<file path="config.mk">
export PLATFORM = sky130hd
export DESIGN_NAME = par2ser_stream
export DESIGN_NICKNAME = d
export VERILOG_FILES = /design/src/rtl/par2ser_pkg.sv /design/src/rtl/par2ser_hold.sv /design/src/rtl/par2ser_stream.sv
export SDC_FILE = /design/constraint.sdc
export NUM_CORES = 1
export LEC_CHECK = 0
export CAP_MARGIN = 20
export CELL_PAD_IN_SITES_DETAIL_PLACEMENT = 2
export CELL_PAD_IN_SITES_GLOBAL_PLACEMENT = 2
export CORE_MARGIN = 3
export CORE_UTILIZATION = 32
export CTS_CLUSTER_DIAMETER = 150
export CTS_CLUSTER_SIZE = 25
export DETAILED_ROUTE_END_ITERATION = 7
export GPL_TIMING_DRIVEN = 0
export MAX_ROUTING_LAYER = met4
export PLACE_DENSITY = 0.77
export SETUP_SLACK_MARGIN = 0.1
export SYNTH_ARGS = -nofsm -noshare
export SYNTH_HDL_FRONTEND = slang
export SYNTH_SLANG_ARGS = --single-unit
</file>
<file path="constraint.sdc">
create_clock -name clk -period 3 [get_ports clk]
set_clock_uncertainty 0.1 [all_clocks]
set_input_delay 0.3 -clock clk [delete_from_list [all_inputs] [get_ports clk]]
set_output_delay 0.3 -clock clk [all_outputs]
set_load 0.02 [all_outputs]
</file>
<file path="src/rtl/par2ser_pkg.sv">
// ============================================================================
// par2ser_pkg : shared types and length clamp for the par2ser_stream block
// Revision    : 1.0
// ============================================================================
`default_nettype none

package par2ser_pkg;

  localparam int unsigned MAX_DATA_W = 64;
  localparam int unsigned MAX_LEN_W  = 7;

  // Widest possible {data, len} record; instances narrow it to their own widths.
  typedef struct packed {
    logic [MAX_DATA_W-1:0] data;
    logic [MAX_LEN_W-1:0]  len;
  } word_t;

  // A length of 0, or anything past the word width, means "the whole word".
  function automatic logic [MAX_LEN_W-1:0] clamp_len(
    input logic [MAX_LEN_W-1:0] len,
    input logic [MAX_LEN_W-1:0] data_w
  );
    if ((len == '0) || (len > data_w)) begin
      return data_w;
    end
    return len;
  endfunction

endpackage

`default_nettype wire

</file>
<file path="src/rtl/par2ser_hold.sv">
// ============================================================================
// par2ser_hold : one-entry holding register with bypass and refill-on-drain
// Revision     : 1.0
// ============================================================================
`default_nettype none

module par2ser_hold #(
  parameter type WORD_T = par2ser_pkg::word_t
) (
  input  logic  clk,
  input  logic  reset,
  input  logic  in_valid,
  output logic  in_ready,
  input  WORD_T in_word,
  input  logic  take,
  output logic  out_valid,
  output WORD_T out_word
);

  logic  hold_vld_q;
  WORD_T hold_q;

  logic accept;
  logic bypass;
  logic to_hold;
  logic drain;

  assign in_ready = ~hold_vld_q;
  assign accept   = in_valid & in_ready;
  assign drain    = take & hold_vld_q;
  assign bypass   = take & ~hold_vld_q & accept;
  assign to_hold  = accept & ~bypass;

  // The held word always outranks a newly offered one.
  assign out_valid = hold_vld_q | accept;
  assign out_word  = hold_vld_q ? hold_q : in_word;

  always_ff @(posedge clk) begin
    if (reset) begin
      hold_vld_q <= 1'b0;
      hold_q     <= '0;
    end else begin
      if (to_hold) begin
        hold_vld_q <= 1'b1;
        hold_q     <= in_word;
      end else if (drain) begin
        hold_vld_q <= 1'b0;
      end
    end
  end

endmodule

`default_nettype wire

</file>
<file path="src/rtl/par2ser_stream.sv">
// ============================================================================
// par2ser_stream : parallel-to-serial converter with valid/ready on both sides
// Revision       : 1.0
// ============================================================================
`default_nettype none

module par2ser_stream
  import par2ser_pkg::*;
#(
  parameter  int DATA_W    = 8,
  parameter  bit MSB_FIRST = 1'b0,
  localparam int CNT_W     = $clog2(DATA_W + 1)
) (
  input  logic              clk,
  input  logic              reset,
  input  logic              in_valid_i,
  output logic              in_ready_o,
  input  logic [DATA_W-1:0] in_data_i,
  input  logic [CNT_W-1:0]  in_len_i,
  output logic              out_valid_o,
  input  logic              out_ready_i,
  output logic              out_data_o,
  output logic              out_last_o,
  output logic              empty_o
);

  typedef struct packed {
    logic [DATA_W-1:0] data;
    logic [CNT_W-1:0]  len;
  } rec_t;

  rec_t              in_rec;
  rec_t              ld_rec;
  logic              ld_valid;

  logic [DATA_W-1:0] shift_q;
  logic [CNT_W-1:0]  rem_q;

  logic              active;
  logic              beat;
  logic              free;
  logic              load;
  logic              rem_one;

  logic [DATA_W-1:0] mask;
  logic [DATA_W-1:0] ld_shift;
  logic [DATA_W-1:0] shift_nxt;
  logic              tap;

  assign in_rec.data = in_data_i;
  assign in_rec.len  = CNT_W'(clamp_len(MAX_LEN_W'(in_len_i), MAX_LEN_W'(DATA_W)));

  par2ser_hold #(
    .WORD_T (rec_t)
  ) u_hold (
    .clk       (clk),
    .reset     (reset),
    .in_valid  (in_valid_i),
    .in_ready  (in_ready_o),
    .in_word   (in_rec),
    .take      (free),
    .out_valid (ld_valid),
    .out_word  (ld_rec)
  );

  assign active  = (rem_q != '0);
  assign rem_one = (rem_q == CNT_W'(1));
  assign beat    = active & out_ready_i;
  assign free    = ~active | (beat & rem_one);
  assign load    = free & ld_valid;

  // Bits above len are cleared so nothing stale ever reaches the tap.
  always_comb begin
    mask = {DATA_W{1'b1}} >> (DATA_W - int'(ld_rec.len));
    ld_shift = ld_rec.data & mask;
  end

  generate
    if (MSB_FIRST) begin : g_msb_first
      logic [DATA_W-1:0] aligned;
      // Left-align so bit len-1 sits on the top tap.
      assign aligned   = ld_shift << (DATA_W - int'(ld_rec.len));
      assign shift_nxt = shift_q << 1;
      assign tap       = shift_q[DATA_W-1];

      always_ff @(posedge clk) begin
        if (reset) begin
          shift_q <= '0;
        end else if (load) begin
          shift_q <= aligned;
        end else if (beat) begin
          shift_q <= shift_nxt;
        end
      end
    end else begin : g_lsb_first
      assign shift_nxt = shift_q >> 1;
      assign tap       = shift_q[0];

      always_ff @(posedge clk) begin
        if (reset) begin
          shift_q <= '0;
        end else if (load) begin
          shift_q <= ld_shift;
        end else if (beat) begin
          shift_q <= shift_nxt;
        end
      end
    end
  endgenerate

  always_ff @(posedge clk) begin
    if (reset) begin
      rem_q <= '0;
    end else if (load) begin
      rem_q <= ld_rec.len;
    end else if (beat) begin
      rem_q <= rem_q - CNT_W'(1);
    end
  end

  assign out_valid_o = active;
  assign out_data_o  = tap;
  assign out_last_o  = active & rem_one;
  assign empty_o     = ~active & in_ready_o;

endmodule

`default_nettype wire

</file>
# Yosys cells after proc, flatten, opt, wreduce, memory -nomap -nowiden
# Index checks and enable logic that the tools add are counted.
[classes]
n_mul = 0
eq_ne = 1
n_div = 0
order_cmp = 1
muxes = 10
bitwise = 16
shifts = 1
reduce_logical = 5
add_sub_neg = 2
[op_table]
columns = ["op", "n"]
rows = [
  ["right shift 8 x 32 -> 8 bit (first input constant)", 1],
  ["two-way mux 4 bit", 4],
  ["two-way mux 8 bit", 2],
  ["two-way mux 12 bit", 1],
  ["bitwise AND 1 bit", 10],
  ["bitwise AND 8 bit", 1],
  ["subtractor 4 x 4 -> 5 bit (first input constant)", 1],
  ["equality test 4 x 1 -> 1 bit (second input constant)", 1],
  ["> comparator 4 bit (second input constant)", 1],
  ["logical NOT 4 bit", 1],
  ["nonzero test 2 bit", 2],
  ["nonzero test 4 bit", 1],
  ["subtractor 4 x 1 -> 4 bit (second input constant)", 1],
  ["two-way mux 1 bit", 3],
  ["NOT 1 bit", 3],
  ["OR 1 bit", 2],
  ["logical OR 1 bit", 1],
]
[totals]
memories = 0
mem_bits_ro = 0
inputBits = 16
reg_bits = 25
wordCells = 41
out_inout_bits = 5
ram_bits = 0
latchBits = 0

# Logic depth before layout (Yosys ltp)
[logic_depth]
depth_word = 9
depth_mapped = 10
mapped_depth_nobuf = 8

# By module
# From an unflattened synthesis, not the netlist that was laid out.
[unflattened]
cells_unflattened = 174
area_unflattened_um2 = 1599.0
[modules_own_cells]
columns = ["module", "instances", "seq_area_each_um2", "area_each_um2", "cells_per_inst"]
rows = [
  ["par2ser_stream", 1, 240.2, 870.8, 105],
  ["par2ser_hold", 1, 260.2, 728.2, 69],
]

# Worst setup path before layout
# Ideal clock, no wire load.
[synth_timing]
path_kind = "reg-to-reg"
from = "register u_hold.hold_vld_q"
to = "register shift_q[7]"
stages_incl_launch_ff = 10
path_buffers = 2
synth_period_minus_slack_ns = 2.327
setup_time_ns = 0.096
arrival_ns = 2.132
slack_ns = 0.673
t_required_ns = 2.804
path_cell_list = "dfxtp_1 -> buf_6 -> nor3b_1 -> or2_0 -> clkbuf_1 -> inv_1 -> ha_1 -> or3_4 -> a2111o_1 -> o41ai_2"
[synth_via]
elab_chain_cells = 5
word_cells_on_any_way = 10
classes_between = "1 x add/sub; 1 x shift; 2 x mux; 5 x bitwise; 1 x reduce/logical"
[synth_rtl]
columns = ["item", "line_no", "source"]
rows = [
  ["start: declaration", "par2ser_hold.sv:20", "logic hold_vld_q;"],
  ["start signal: assignment", "par2ser_hold.sv:40", "hold_vld_q <= 1'b0;"],
  ["start signal: assignment", "par2ser_hold.sv:44", "hold_vld_q <= 1'b1;"],
  ["start signal: assignment", "par2ser_hold.sv:47", "hold_vld_q <= 1'b0;"],
  ["two-way mux 12 bit or NOT 1 bit (tied branches)", "par2ser_hold.sv:36, par2ser_hold.sv:28", ""],
  ["subtractor 4 x 4 -> 5 bit or bitwise AND 1 bit (tied branches)", "par2ser_stream.sv:74, par2ser_hold.sv:29", ""],
  ["right shift 8 x 32 -> 8 bit or OR 1 bit (tied branches)", "par2ser_stream.sv:74, par2ser_hold.sv:35", ""],
  ["bitwise AND 8 bit or bitwise AND 1 bit (tied branches)", "par2ser_stream.sv:75, par2ser_stream.sv:70", ""],
  ["two-way mux 8 bit or nonzero test 2 bit (tied branches)", "--", ""],
  ["end signal: assignment", "par2ser_stream.sv:103", "shift_q <= ld_shift;"],
  ["end signal: assignment", "par2ser_stream.sv:105", "shift_q <= shift_nxt;"],
  ["end: declaration", "par2ser_stream.sv:36", "logic [DATA_W-1:0] shift_q;"],
]
# Parallel ways exist; a longest one is shown, timed or not.
# A chain may end at the register's enable or synchronous reset.

# Worst setup path in the final report
[layout_timing]
from = "input port in_len_i[3]"
to = "register shift_q[7]"
[layout_via]
elab_chain_cells = 9
word_cells_on_any_way = 10
classes_between = "1 x add/sub; 1 x order compare; 1 x shift; 4 x mux; 1 x bitwise; 2 x reduce/logical"
[layout_rtl]
columns = ["item", "line_no", "source"]
rows = [
  ["start: declaration", "par2ser_stream.sv:19", "input logic [CNT_W-1:0] in_len_i,"],
  ["> comparator 4 bit or logical NOT 4 bit (tied branches)", "par2ser_pkg.sv:23", "if ((len == '0) || (len > data_w)) begin"],
  ["logical OR 1 bit", "par2ser_pkg.sv:23", ""],
  ["two-way mux 1 bit", "par2ser_pkg.sv:23", ""],
  ["two-way mux 4 bit (*)", "par2ser_pkg.sv:26", "return len;"],
  ["two-way mux 12 bit (*)", "par2ser_hold.sv:36", "assign out_word = hold_vld_q ? hold_q : in_word;"],
  ["subtractor 4 x 4 -> 5 bit (*)", "par2ser_stream.sv:74", "mask = {DATA_W{1'b1}} >> (DATA_W - int'(ld_rec.len));"],
  ["right shift 8 x 32 -> 8 bit (*)", "par2ser_stream.sv:74", ""],
  ["bitwise AND 8 bit (*)", "par2ser_stream.sv:75", "ld_shift = ld_rec.data & mask;"],
  ["two-way mux 8 bit (*)", "par2ser_stream.sv:102", "end else if (load) begin"],
]
# Every way passes the cells marked *; elsewhere a longest branch is shown, timed or not.

==> impl_results.md <==
- Fmax: 0.372 GHz
- Filler cells: approximately 510
- Worst slew pin tran: 1.10 ns
- Initial Utilization: 0.336
- Ys flop type: dfxtp_1
- Max Cap Viol: 0
- Clock Latency Late Sink: 0.28 ns
- Crit Reg-Reg Startpoint: rem_q[0]
- Post-synthesis xor/xnor area fraction: 0.0295
- Drt first pass iters: 4
- Hold path depth: 2
- Total Wirelength: between 4000 and 5000 µm
- Synth async-reset ratio: 0
- Clock buffer count from CTS: 3
- Compound-Gate Fraction of Synth Area: 0.187
- Most common cell after layout, fill and taps aside: dfxtp_1
- Routing usage on met2: 0.303
- Vias in the first global route: around 1,500
- Seq/Total Area, Yosys: 0.337
- Crit-path slowest cell: clkdlybuf4s50_1
- HP Class: reg2reg
- VDD IR-drop max: approximately 0.26 mV
- Area of placed instances: about 0.0018 mm²
- Pwr/cell area: just under 900 mW/mm²
- # port buffers: 20
- Leakage: roughly 0.68 nW
- Rel. slew slack: 0.256
- Required @ worst endpoint: 3.08 ns
- Yosys warning total: 0
- Number of remaining DRC errors: 0
- Simple-Gate Fraction of Synth Area: 0.224
- Largest net degree at the start of global routing: 16
- Crit path DAT: roughly 2.8 ns
- Main combinational cell family by area after synthesis: simple AND/OR/NAND/NOR gates
- Vias: between 1,000 and 1,500
- Std-Cell Rows: 24
- Fin crit period: between 2 and 3 ns
- Multiplexer share of the synthesized area: 0.142
- Register clock-pin slew on the reported worst setup and hold paths: roughly 0.1 ns
- First-pass GRT wire length: between 7000 and 8000 µm
- Core area: approximately 0.0044 mm²
- GRT overflow: 0
- Crit Path Class: in2reg
- Final Cell Area: roughly 0.0018 mm²
- CTS HTree Levels: 1
- Top delay family on crit path: simple AND/OR/NAND/NOR gates
- Multi-input logic area: approximately 900 µm²
- Gr usage total: 0.180
- Die Area: approximately 0.0055 mm²
- Dpl hpwl: 3540 µm
- Mapped Avg Cell Area: just under 9 µm²
- Crit path capture type: flop
- Reg2Reg Depth: 6
- Worst Hold Launch: u_hold.hold_q[0]
- Clock buffer depth: 2
- GR peak layer: met2
- Fin nets: 214
- Unique masters post-synth: 48
- CP Launch Type: primary input
- Critical path buffers and inverters: 3
- Synthesis-to-layout area growth: 21.2%
- RSZ-0062 raised after global routing: false
- Critical path peak fanout: 8
- Adder-Cell Fraction of Synth Area: 0.0253
- Status: finished clean
- Initial antenna violation count: 0
- Total power: 0.00157 W
- Post-synth EDFFs: 0
- Routed WL per cell: 18.4 µm
- Antenna-violating nets left: 0
- Root buffer cell: clkbuf_8
- Mapped Cells: 170
- Hold Path Sink: u_hold.hold_q[0]
- Largest stage delay, worst path: around 0.55 ns
- Hold Fails Final Rpt: 0
- FF-to-FF setup slack: between 0.3 and 0.4 ns
- Ant diodes: 0
- Vias per cell: ~5.6
- RePlAce Congestion: about 0.8
- Post-Syn Area: about 0.0015 mm²
- CTS tree: done
- Crit-path cells: clkdlybuf4s50_1 -> nor3b_1 -> or2_0 -> clkbuf_2 -> inv_1 -> ha_1 -> or3_4 -> a2111o_1 -> o41ai_2
- Die X: 74.1 µm
- Reg2reg end: u_hold.hold_q[10]
- # IOs: 21
- Sink Count: 25
- Fin crit share: 0.896
- Setup_tns: 0 ns
- Seq. cell area: 500 µm²
- Most frequent cells in the layout: dfxtp_1 (25), mux2i_1 (20), clkdlybuf4s50_1 (20)
- Mapped Nets: around 190
- Met1 Usage GRT: 0.223
- Final setup viols: 0
- Final Max Tran Viols: 0
- Layout cell share with drive strength beyond 1: 0.113
- Yosys reg bits: 25
- M3 GR Usage: 0.0203
- Die Ht: between 70 and 80 µm
- Initial drt markers: 33
## stage by stage
stage                     hold WS [ns]   util  cells  setup WS [ns]
final                            0.395  0.408    246          0.312
after global placement           0.364  0.397    242        -0.0478
after global routing             0.437  0.408    246          0.101
after detailed placement         0.389  0.397    242        -0.0991
after floorplan                  0.341      -    170          0.673
after CTS                        0.402  0.408    246          0.182
## routing by layer
| layer | part of all wire | up-vias |
|---|---|---|
| met5 | 0 | - |
| met3 | 0.031 | 4 |
| met2 | 0.50 | 22 |
| li1 | - | 666 |
| met4 | 0.0093 | 0 |
| met1 | 0.46 | 680 |
## where the power goes
part           total, W  internal, W  switching, W
registers      0.000469     0.000414     0.0000543
clock network  0.000216    0.0000944      0.000122
logic          0.000887     0.000370      0.000517
## state kept, by name, indices dropped and copies added (netlist names)
signal and cells:
shift_q 8, u_hold.hold_vld_q 1, u_hold.hold_q 12, rem_q 4
## timing repair
action                                  4_1_cts  5_1_grt
endpoints found under the setup margin        0        4
resized for setup                             0        2
hold buffers                                  0        0
setup buffers                                 0        0
## cell type report
cell class | instances | share of cell area
buffer | 12 | 0.0334
tap | 52 | 0.0361
inverter | 6 | 0.0125
clock inverter | 1 | 0.00417
timing repair buffer | 20 | 0.111
multi-input combinational | 127 | 0.502
clock buffer | 3 | 0.0229
sequential | 25 | 0.278
## kinds of logic after synthesis
kind of cell    count (synthesis)
compound gates                 38
xor+xnor                        5
fa+ha+maj                       3
buf+inv                        18
flops                          25
mux                            21
simple gates                   60
## synth_stat cells (2+ instances only)
| cell type | count | area [µm²] |
|---|---|---|
| xnor2_1 | 2 | 17.5 |
| nor3_1 | 5 | 25.0 |
| nor3b_1 | 2 | 15.0 |
| a21oi_1 | 13 | 65.1 |
| nor2_1 | 18 | 67.6 |
| a211o_1 | 2 | 17.5 |
| o41ai_1 | 2 | 17.5 |
| nand2b_1 | 2 | 12.5 |
| or3_1 | 6 | 37.5 |
| buf_2 | 5 | 25.0 |
| dfxtp_1 | 25 | 500 |
| o21ai_0 | 4 | 20.0 |
| a2111o_1 | 2 | 22.5 |
| clkbuf_1 | 6 | 22.5 |
| xor2_1 | 3 | 26.3 |
| nand3_1 | 2 | 10.0 |
| inv_1 | 6 | 22.5 |
| and2_1 | 2 | 12.5 |
| or3b_2 | 3 | 26.3 |
| nor4_1 | 2 | 12.5 |
| ha_1 | 3 | 37.5 |
| mux2i_1 | 20 | 200 |
| nand2_1 | 8 | 30.0 |
| o32ai_1 | 2 | 17.5 |
| a211oi_1 | 2 | 15.0 |
## tightest hold or removal path, cell delays in order (launching register included)
cell	delay [ns]
dfxtp_1	0.34
nand2_1	0.06
a21oi_1	0.06
## how the worst max path moves through the flow
stage,startpoint,to,slack (ns),cells after the start
2_1_floorplan,u_hold.hold_vld_q,shift_q[7],0.67,9
3_3_place_gp,in_len_i[3],shift_q[6],-0.05,9
3_5_place_dp,in_len_i[3],shift_q[6],-0.1,9
4_1_cts,in_len_i[3],shift_q[6],0.18,9
5_1_grt,rem_q[0],u_hold.hold_q[10],0.10,7
6_report,in_len_i[3],shift_q[7],0.31,9
Power figures use the tool's default switching activity.
